### src/rtl/census_match_if.sv
// Pixel-side bus for census_match: census signature pair in, matched disparity/cost out.
// The bench drives through master; the matcher connects through slave.
interface census_match_if #(
    parameter int SIG_WIDTH  = 24,
    parameter int DISP_WIDTH = 4,
    parameter int COST_WIDTH = 5
);
    logic                  in_valid;
    logic                  sol;
    logic [SIG_WIDTH-1:0]  left_sig;
    logic [SIG_WIDTH-1:0]  right_sig;
    logic                  out_valid;
    logic [DISP_WIDTH-1:0] disparity;
    logic [COST_WIDTH-1:0] cost;
    logic                  out_invalid;

    modport master (
        output in_valid, sol, left_sig, right_sig,
        input  out_valid, disparity, cost, out_invalid
    );

    modport slave (
        input  in_valid, sol, left_sig, right_sig,
        output out_valid, disparity, cost, out_invalid
    );
endinterface

### src/rtl/census_match.sv
// Census stereo matcher: Hamming cost over MAX_DISP right-signature history, min-select winner.
// Latency 2 enabled cycles; no back-pressure, en=0 freezes everything. Option macro: CENSUS_MATCH_THRESH_EN.
// Backpressure: none; every pixel with en=1 and in_valid=1 is accepted.
module census_match #(
    parameter int SIG_WIDTH  = 24,
    parameter int MAX_DISP   = 16,
    parameter int DISP_WIDTH = 4,
    parameter int COST_WIDTH = 5,
    parameter int THRESH     = 8
) (
    input  logic           clk,
    input  logic           rst,
    input  logic           en,
    census_match_if.slave  bus
);
    localparam logic [DISP_WIDTH-1:0] LP_FILL_MAX = DISP_WIDTH'(MAX_DISP - 1);

    if ((MAX_DISP < 2) || ((2 ** DISP_WIDTH) < MAX_DISP) || ((2 ** COST_WIDTH) <= SIG_WIDTH)
        || (THRESH < 0) || (THRESH > SIG_WIDTH)) begin : g_bad_params
        $error("census_match: inconsistent parameters");
    end

    function automatic logic [COST_WIDTH-1:0] popcnt(input logic [SIG_WIDTH-1:0] v);
        logic [COST_WIDTH-1:0] c;
        c = '0;
        for (int i = 0; i < SIG_WIDTH; i++) c = c + COST_WIDTH'(v[i]);
        return c;
    endfunction

    // r_hist[i] holds the right signature accepted i+1 pixels ago; the current one is entry 0.
    logic [SIG_WIDTH-1:0]  r_hist [MAX_DISP-1];
    logic [DISP_WIDTH-1:0] r_fill;
    logic [DISP_WIDTH-1:0] w_fill_seen;
    logic [SIG_WIDTH-1:0]  w_cand [MAX_DISP];
    logic [COST_WIDTH-1:0] w_cost [MAX_DISP];
    logic [MAX_DISP-1:0]   w_mask;
    logic                  w_accept;

    logic                  r_v1;
    logic [COST_WIDTH-1:0] r_cost [MAX_DISP];
    logic [MAX_DISP-1:0]   r_mask;

    logic                  r_v2;
    logic [DISP_WIDTH-1:0] r_disp;
    logic [COST_WIDTH-1:0] r_best;
    logic [COST_WIDTH-1:0] w_best_cost;
    logic [DISP_WIDTH-1:0] w_best_disp;

    assign w_accept    = en & bus.in_valid;
    assign w_fill_seen = bus.sol ? '0 : r_fill;
    assign w_cand[0]   = bus.right_sig;

    for (genvar d = 0; d < MAX_DISP; d++) begin : g_cand
        localparam logic [DISP_WIDTH-1:0] LP_D = DISP_WIDTH'(d);
        if (d > 0) begin : g_hist
            assign w_cand[d] = r_hist[d-1];
        end
        assign w_cost[d] = popcnt(bus.left_sig ^ w_cand[d]);
        assign w_mask[d] = (LP_D <= w_fill_seen);
    end

    always_ff @(posedge clk or negedge rst) begin
        if (!rst) begin
            r_fill <= '0;
            r_v1   <= 1'b0;
            r_mask <= '0;
            for (int i = 0; i < MAX_DISP - 1; i++) r_hist[i] <= '0;
            for (int d = 0; d < MAX_DISP; d++) r_cost[d] <= '0;
        end else if (en) begin
            r_v1 <= bus.in_valid;
            if (w_accept) begin
                r_hist[0] <= bus.right_sig;
                for (int i = 1; i < MAX_DISP - 1; i++) r_hist[i] <= r_hist[i-1];
                if (bus.sol)                  r_fill <= DISP_WIDTH'(1);
                else if (r_fill != LP_FILL_MAX) r_fill <= r_fill + DISP_WIDTH'(1);
                for (int d = 0; d < MAX_DISP; d++) r_cost[d] <= w_cost[d];
                r_mask <= w_mask;
            end
        end
    end

    // Strict less-than keeps the lowest disparity on ties; entry 0 is always a candidate.
    always_comb begin
        w_best_cost = r_cost[0];
        w_best_disp = '0;
        for (int d = 1; d < MAX_DISP; d++) begin
            if (r_mask[d] && (r_cost[d] < w_best_cost)) begin
                w_best_cost = r_cost[d];
                w_best_disp = DISP_WIDTH'(d);
            end
        end
    end

`ifdef CENSUS_MATCH_THRESH_EN
    logic r_inv;
    logic w_reject;

    assign w_reject = (w_best_cost > COST_WIDTH'(THRESH));

    always_ff @(posedge clk or negedge rst) begin
        if (!rst) begin
            r_v2   <= 1'b0;
            r_disp <= '0;
            r_best <= '0;
            r_inv  <= 1'b0;
        end else if (en) begin
            r_v2  <= r_v1;
            r_inv <= r_v1 & w_reject;
            if (r_v1) begin
                r_disp <= w_reject ? '0 : w_best_disp;
                r_best <= w_best_cost;
            end
        end
    end

    assign bus.out_invalid = r_inv;
`else
    always_ff @(posedge clk or negedge rst) begin
        if (!rst) begin
            r_v2   <= 1'b0;
            r_disp <= '0;
            r_best <= '0;
        end else if (en) begin
            r_v2 <= r_v1;
            if (r_v1) begin
                r_disp <= w_best_disp;
                r_best <= w_best_cost;
            end
        end
    end

    assign bus.out_invalid = 1'b0;
`endif

    assign bus.out_valid = r_v2;
    assign bus.disparity = r_disp;
    assign bus.cost      = r_best;
endmodule
### src/flat_wrapper.sv
// flat-port wrapper written by rule: the top's interface ports become plain ports
module census_match_flat 
#(
    parameter int SIG_WIDTH  = 24,
    parameter int MAX_DISP   = 16,
    parameter int DISP_WIDTH = 4,
    parameter int COST_WIDTH = 5,
    parameter int THRESH     = 8
)
  (clk, rst, en, bus_in_valid, bus_sol, bus_left_sig, bus_right_sig, bus_out_valid, bus_disparity, bus_cost, bus_out_invalid);
  census_match_if #(.SIG_WIDTH(SIG_WIDTH), .DISP_WIDTH(DISP_WIDTH), .COST_WIDTH(COST_WIDTH)) bus_i ();
  input  logic clk;
  input  logic rst;
  input  logic en;
  input wire logic [$bits(bus_i.in_valid)-1:0] bus_in_valid;
  input wire logic [$bits(bus_i.sol)-1:0] bus_sol;
  input wire logic [$bits(bus_i.left_sig)-1:0] bus_left_sig;
  input wire logic [$bits(bus_i.right_sig)-1:0] bus_right_sig;
  output wire logic [$bits(bus_i.out_valid)-1:0] bus_out_valid;
  output wire logic [$bits(bus_i.disparity)-1:0] bus_disparity;
  output wire logic [$bits(bus_i.cost)-1:0] bus_cost;
  output wire logic [$bits(bus_i.out_invalid)-1:0] bus_out_invalid;
  assign bus_i.in_valid = bus_in_valid;
  assign bus_i.sol = bus_sol;
  assign bus_i.left_sig = bus_left_sig;
  assign bus_i.right_sig = bus_right_sig;
  assign bus_out_valid = bus_i.out_valid;
  assign bus_disparity = bus_i.disparity;
  assign bus_cost = bus_i.cost;
  assign bus_out_invalid = bus_i.out_invalid;
  census_match #(.SIG_WIDTH(SIG_WIDTH), .MAX_DISP(MAX_DISP), .DISP_WIDTH(DISP_WIDTH), .COST_WIDTH(COST_WIDTH), .THRESH(THRESH)) u_core (.clk(clk), .rst(rst), .en(en), .bus(bus_i));
endmodule
### config.mk
export PLATFORM = sky130hd
export DESIGN_NAME = census_match_flat
export DESIGN_NICKNAME = d
export VERILOG_FILES = /design/src/rtl/census_match_if.sv /design/src/rtl/census_match.sv /design/src/flat_wrapper.sv
export SDC_FILE = /design/constraint.sdc
export NUM_CORES = 2
export LEC_CHECK = 0
export CAP_MARGIN = 10
export CORE_MARGIN = 10
export CORE_UTILIZATION = 35
export DETAILED_ROUTE_END_ITERATION = 8
export PLACE_DENSITY = 0.55
export REMOVE_ABC_BUFFERS = 1
export SLEW_MARGIN = 20
export SYNTH_ARGS = -nofsm -noshare
export SYNTH_HDL_FRONTEND = slang
export SYNTH_SLANG_ARGS = --single-unit
export TNS_END_PERCENT = 5
### constraint.sdc
create_clock -name clk -period 59.8 [get_ports clk]
set_input_delay 14.95 -clock clk [delete_from_list [all_inputs] [get_ports clk]]
set_output_delay 14.95 -clock clk [all_outputs]
set_load 0.02 [all_outputs]
## Yosys cells after proc, flatten, opt, wreduce, memory -nomap -nowiden

Index checks and enable logic that the tools add are counted.

- Register bits: 471
- Latch bits: 0
- Bits in writable memories: 0
- Bits in read-only memories: 0
- Input bits: 53
- Output and inout port bits: 11
- Memories: 0

- Add/subtract/negate cells: 369
- Multiply operators: 0
- Divide/modulo/power cells: 0
- Magnitude comparators: 31
- Equality and inequality tests: 1
- Shift-type cells: 0
- Muxes and demuxes: 33
- Bitwise operators: 17
- Reductions and logical operators: 19

Operators with widths:

| kind | count |
|---|---|
| $add A5 B1 Y5 | 352 |
| $xor A24 B24 Y24 | 16 |
| $lt A5 B5 Y1 | 15 |
| $mux W5 | 15 |
| $mux W4 | 11 |
| $add A1 B1 Y2 | 16 |
| $le A4 B4 Y1 const A | 8 |
| $le A3 B4 Y1 const A | 4 |
| $logic_and A1 B1 Y1 | 15 |
| $mux W3 | 4 |
| $le A1 B4 Y1 const A | 2 |
| $le A2 B4 Y1 const A | 2 |
| $add A4 B1 Y4 const B | 1 |
| $mux W2 | 2 |
| $ne A4 B4 Y1 const B | 1 |
| $reduce_and A2 Y1 | 2 |
| $reduce_and A3 Y1 | 1 |
| $reduce_bool A2 Y1 | 1 |
| $and A1 B1 Y1 | 1 |
| $mux W1 | 1 |

## Longest topological paths before layout

- Word-level depth: 45
- Mapped depth: 121
- Depth with buffers taken out: 117

## Worst setup path before layout

No wires, ideal clock.

- Kind: register -> register
- Start: register u_core.r_cost[74] (netlist bit)
- End: register u_core.r_best[2], in the netlist u_core.bus.cost[2]
- Setup time: 127 ps
- Arrival: 21746 ps
- Data required time: 59673 ps
- Slack: 37926 ps
- Cell stages (with the launch flop): 114
- Buffers on the path: 3
- Cell sequence: dfrtp_1 -> ha_1 -> and2_1 -> nor2_4 -> a21boi_4 -> nor2_1 -> a21oi_1 -> ha_1 -> o21a_1 -> and4_1 -> o311a_4 -> or2_1 -> buf_6 -> a21oi_1 -> inv_1 -> ha_1 -> nor2b_1 -> nand3_1 -> (+78 left out) -> ha_1 -> a21oi_1 -> nor2b_1 -> o21ai_0 -> nand3b_1 -> or2_2 -> o21ai_4 -> mux2_4 -> ha_1 -> a21oi_1 -> nor2b_1 -> o21ai_0 -> nand3b_1 -> nor2_1 -> nand2_1 -> o21ai_2 -> or2_1 -> o211ai_2

- Word-level cells in the longest chain between the ends: 45

Ends and longest elaborated chain:

| item | line | source |
|---|---|---|
| start, declared | census_match.sv:40 | `logic [COST_WIDTH-1:0] r_cost [MAX_DISP];` |
| $lt A5 B5 Y1 | census_match.sv:87 | `if (r_mask[d] && (r_cost[d] < w_best_cost)) begin` |
| $logic_and A1 B1 Y1 | census_match.sv:87 |  |
| $mux W5 (*) | census_match.sv:87 |  |
| $lt A5 B5 Y1 | census_match.sv:87 |  |
| $logic_and A1 B1 Y1 | census_match.sv:87 |  |
| $mux W5 (*) | census_match.sv:87 |  |
| $lt A5 B5 Y1 | census_match.sv:87 |  |
| $logic_and A1 B1 Y1 | census_match.sv:87 |  |
| (+29 left out) | n/a |  |
| $logic_and A1 B1 Y1 | census_match.sv:87 |  |
| $mux W5 (*) | census_match.sv:87 |  |
| $lt A5 B5 Y1 | census_match.sv:87 |  |
| $logic_and A1 B1 Y1 | census_match.sv:87 |  |
| $mux W5 (*) | census_match.sv:87 |  |
| $lt A5 B5 Y1 | census_match.sv:87 |  |
| $logic_and A1 B1 Y1 | census_match.sv:87 |  |
| $mux W5 (*) | census_match.sv:87 |  |
| end signal, assigned | census_match.sv:127 | `r_best <= w_best_cost;` |
| end, declared | census_match.sv:45 | `logic [COST_WIDTH-1:0] r_best;` |

Mark *: on every way between the ends. The rest lies on a longest branch, timed or not.
A chain may end at the register's enable or synchronous reset.

## Worst setup path in the final report

- Start: register u_core.r_cost[74] (netlist bit)
- End: register u_core.r_best[1], in the netlist u_core.bus.cost[1]

Same word-level chain as after synthesis.

==> results.md <==
- Post-CTS sizing: 0
- Min Clock Period, post-route: approximately 26,000 ps
- Slew HR: 24.89%
- Final hold viol count: 0
- Via count: about 23k
- Max stage delay on crit path: 580 ps
- DR vias/cell: 4.675
- Area Overhead vs Synth: 10.86%
- Top cells by count, synth: 1,256 x nand2_1, 470 x dfrtp_1, 298 x xor2_1
- Most instantiated library cell after synthesis: nand2_1
- Internal reg-to-reg setup slack: 34,230 ps
- CP max FO: 11
- GP Congestion: between 0.8 and 0.9
- Initial core utilization: 35.35%
- H-tree depth: 2
- CP arrival: 26,050 ps
- Crit. End Element: register
- Synth Cell Area: 33,040 um2
- Final setup viols: 0
- Die W: 327.3 um
- Mapped Avg Cell Area: 9.290 um2
- Period Utilization, post-route: 42.75%
- # rows: 112
- Ranking of synthesized cells by area: dfrtp_1 36%, fa_1 16%, nand2_1 14%
- Largest net degree at the start of global routing: 216
- Core ar.: approximately 93,000 um2
- Primary FF master, synth: dfrtp_1
- CTS buffer count: 55
- Synth Warn #: 0
- Gate count of the mapped netlist: 3,557
- Dpl hpwl: 56,020 um
- 1st-pass router iterations: 6
- Cell mode on critical path: ha_1
- Total track usage: 14.34%
- Synth unique cells: 104
- Post-route design area: 36,630 um2
- Clock latency at the later pin of the worst-skew pair: 610 ps
- Clock sinks: 470
- N_diodes: 0
- Post-synth top area share: 35.59%
- Seq cells post-synth: 470
- DRC Markers: 0
- RSZ-0062 raised after global routing: no
- Post-CTS setup buffers: 0
- Async set or reset register ratio after synthesis: between 90% and 100%
- Port-buffer cells: 62
- Worst Tran Pin Value: roughly 1100 ps
- Die area: 107,100 um2
- Detail Route Antenna Nets: 0
- First-pass GRT wire length: roughly 130,000 um
- Nets: 4,011
- CTS tree: built
- HP Class: register to register
- Layout cells sized above 1: around 4.8%
- FMAX: 39.11 MHz
- Pins Over Slew Limit: 0
- Gr ovfl total: 0
- CTS root buffer: clkbuf_16
- Worst Path Required: 60,290 ps
- Io pins: 64
- Clock-pin slew on the worst setup and hold paths: roughly 50 ps
- WS Path Type: register to register
- Number of max-cap violations: 0
- Crit start category: register
- DR WL/cell: 15.53 um
- Sequential cell area fraction in the yosys report: 35.59%
- # hold bufs at CTS: 0
- Synth area leader: dfrtp_1
- Total Wirelength: 75,030 um
- Initial DRC Count: 1,232
- Worst Skew: 22.00 ps
- Vias in the first global route: between 20k and 25k
- Max clock buf depth: 3
- Placement Cell Area: 34,850 um2
- Status: finished, final reports clean
- Initial antenna violation count: 0
- Critical Path Slowest Stage Cell: a211oi_1
- Fin Setup TNS: 0 ps
- Number of enable flip-flop cells after synthesis: 0
- Chip Height: 327.3 um
## cells by family (layout without fill, tap and decap cells)
family | Yosys count | in the layout | share of synthesized area (%)
AO/OA/AOI/OAI | 378 | 378 | 8.062
XOR/XNOR | 421 | 421 | 11.16
adder cells (fa/ha/maj) | 430 | 430 | 22.39
buffers and inverters | 393 | 412 | 4.544
flip-flops | 470 | 470 | 35.59
multiplexers | 23 | 23 | 0.8330
other | 1 | 1 | 0.01135
AND/OR/NAND/NOR | 1441 | 1441 | 17.41
## stage by stage
step / utilization, % / hold slack (ps) / instances / worst slack [ps]
final: 39.19 / 488.4 / 4830 / 34230
after global routing: 39.19 / 519.1 / 4830 / 31670
after CTS: 39.20 / 479.1 / 4830 / 34420
after detailed placement: 37.28 / 464.8 / 4734 / 34510
after global placement: 37.28 / 472.4 / 4734 / 34930
after floorplan: - / 438.1 / 3385 / 36390
## registers in the layout, summed over array words and instances, names as in the netlist
| signal | cells |
|---|---|
| u_core.bus.cost | 5 |
| u_core.r_hist | 360 |
| u_core.r_fill | 4 |
| u_core.r_cost | 80 |
| u_core.r_mask | 15 |
| u_core.bus.disparity | 4 |
| u_core.r_v1 | 1 |
| u_core.bus.out_valid | 1 |
## final timing paths
check                                   from              endpoint  cells past startpoint
max reg2reg                u_core.r_cost[74]    u_core.bus.cost[1]                    111
min reg2reg                 u_core.r_cost[5]      u_core.r_cost[5]                      2
min in group asynchronous                rst  u_core.bus.out_valid                      1
min                         u_core.r_cost[5]      u_core.r_cost[5]                      2
max in group asynchronous                rst    u_core.r_hist[342]                      4
max                        u_core.r_cost[74]    u_core.bus.cost[1]                    111
## worst max-delay path: cells and delay by family (launching register included)
kind,cells,cell delay [ps]
simple gates,38,6860
mux,8,2330
compound gates,41,10310
buf+inv,7,570
fa+ha+maj,17,4990
flops,1,390
## cell usage in the layout (no fill, tap or decap), types with 4 or more instances in the layout
cell                n
a211o_1             5
a211oi_1           16
a21o_1             40
a21oi_1            76
a31oi_1            14
and2_1              6
and3_1              5
buf_4              31
clkbuf_1           15
clkbuf_16          55
clkbuf_8           14
clkdlybuf4s50_1    60
clkinv_2            4
dfrtp_1           470
fa_1              272
ha_1              149
inv_1             221
maj3_1              9
mux2_4              5
mux2i_1            13
nand2_1          1255
nand2b_1           23
nand3_1            32
nand3b_1            6
nand4_1             4
nor2_1             51
nor2b_1            14
nor3_1             12
o211ai_1           13
o211ai_2            4
o21a_1             10
o21ai_0            98
o21ai_1             4
o21bai_1            4
o22ai_1            11
o31ai_1            14
or2_2               8
xnor2_1           123
xor2_1            298
## per-layer routing
metal  up-vias  GRT usage, %  share of wire [%]
met5         -             0                  0
li1      11177             -                  -
met4         0         3.401                2.0
met3        84         1.500                2.3
met1     11123         20.08                 49
met2       198         23.63                 47
## area by class of cell
cell class	instances	area, um2
multi-input cells	2694	19790
repair buffers	95	893.4
flip-flops and latches	470	11760
inverters	221	829.5
clock buffers	84	1625
fillers	9357	56840
clock inverters	12	162.7
well taps	1254	1569
Power is left out: the tool's default activity adds up to more than one toggle a clock period on the data nets, which glitch-free logic cannot reach.
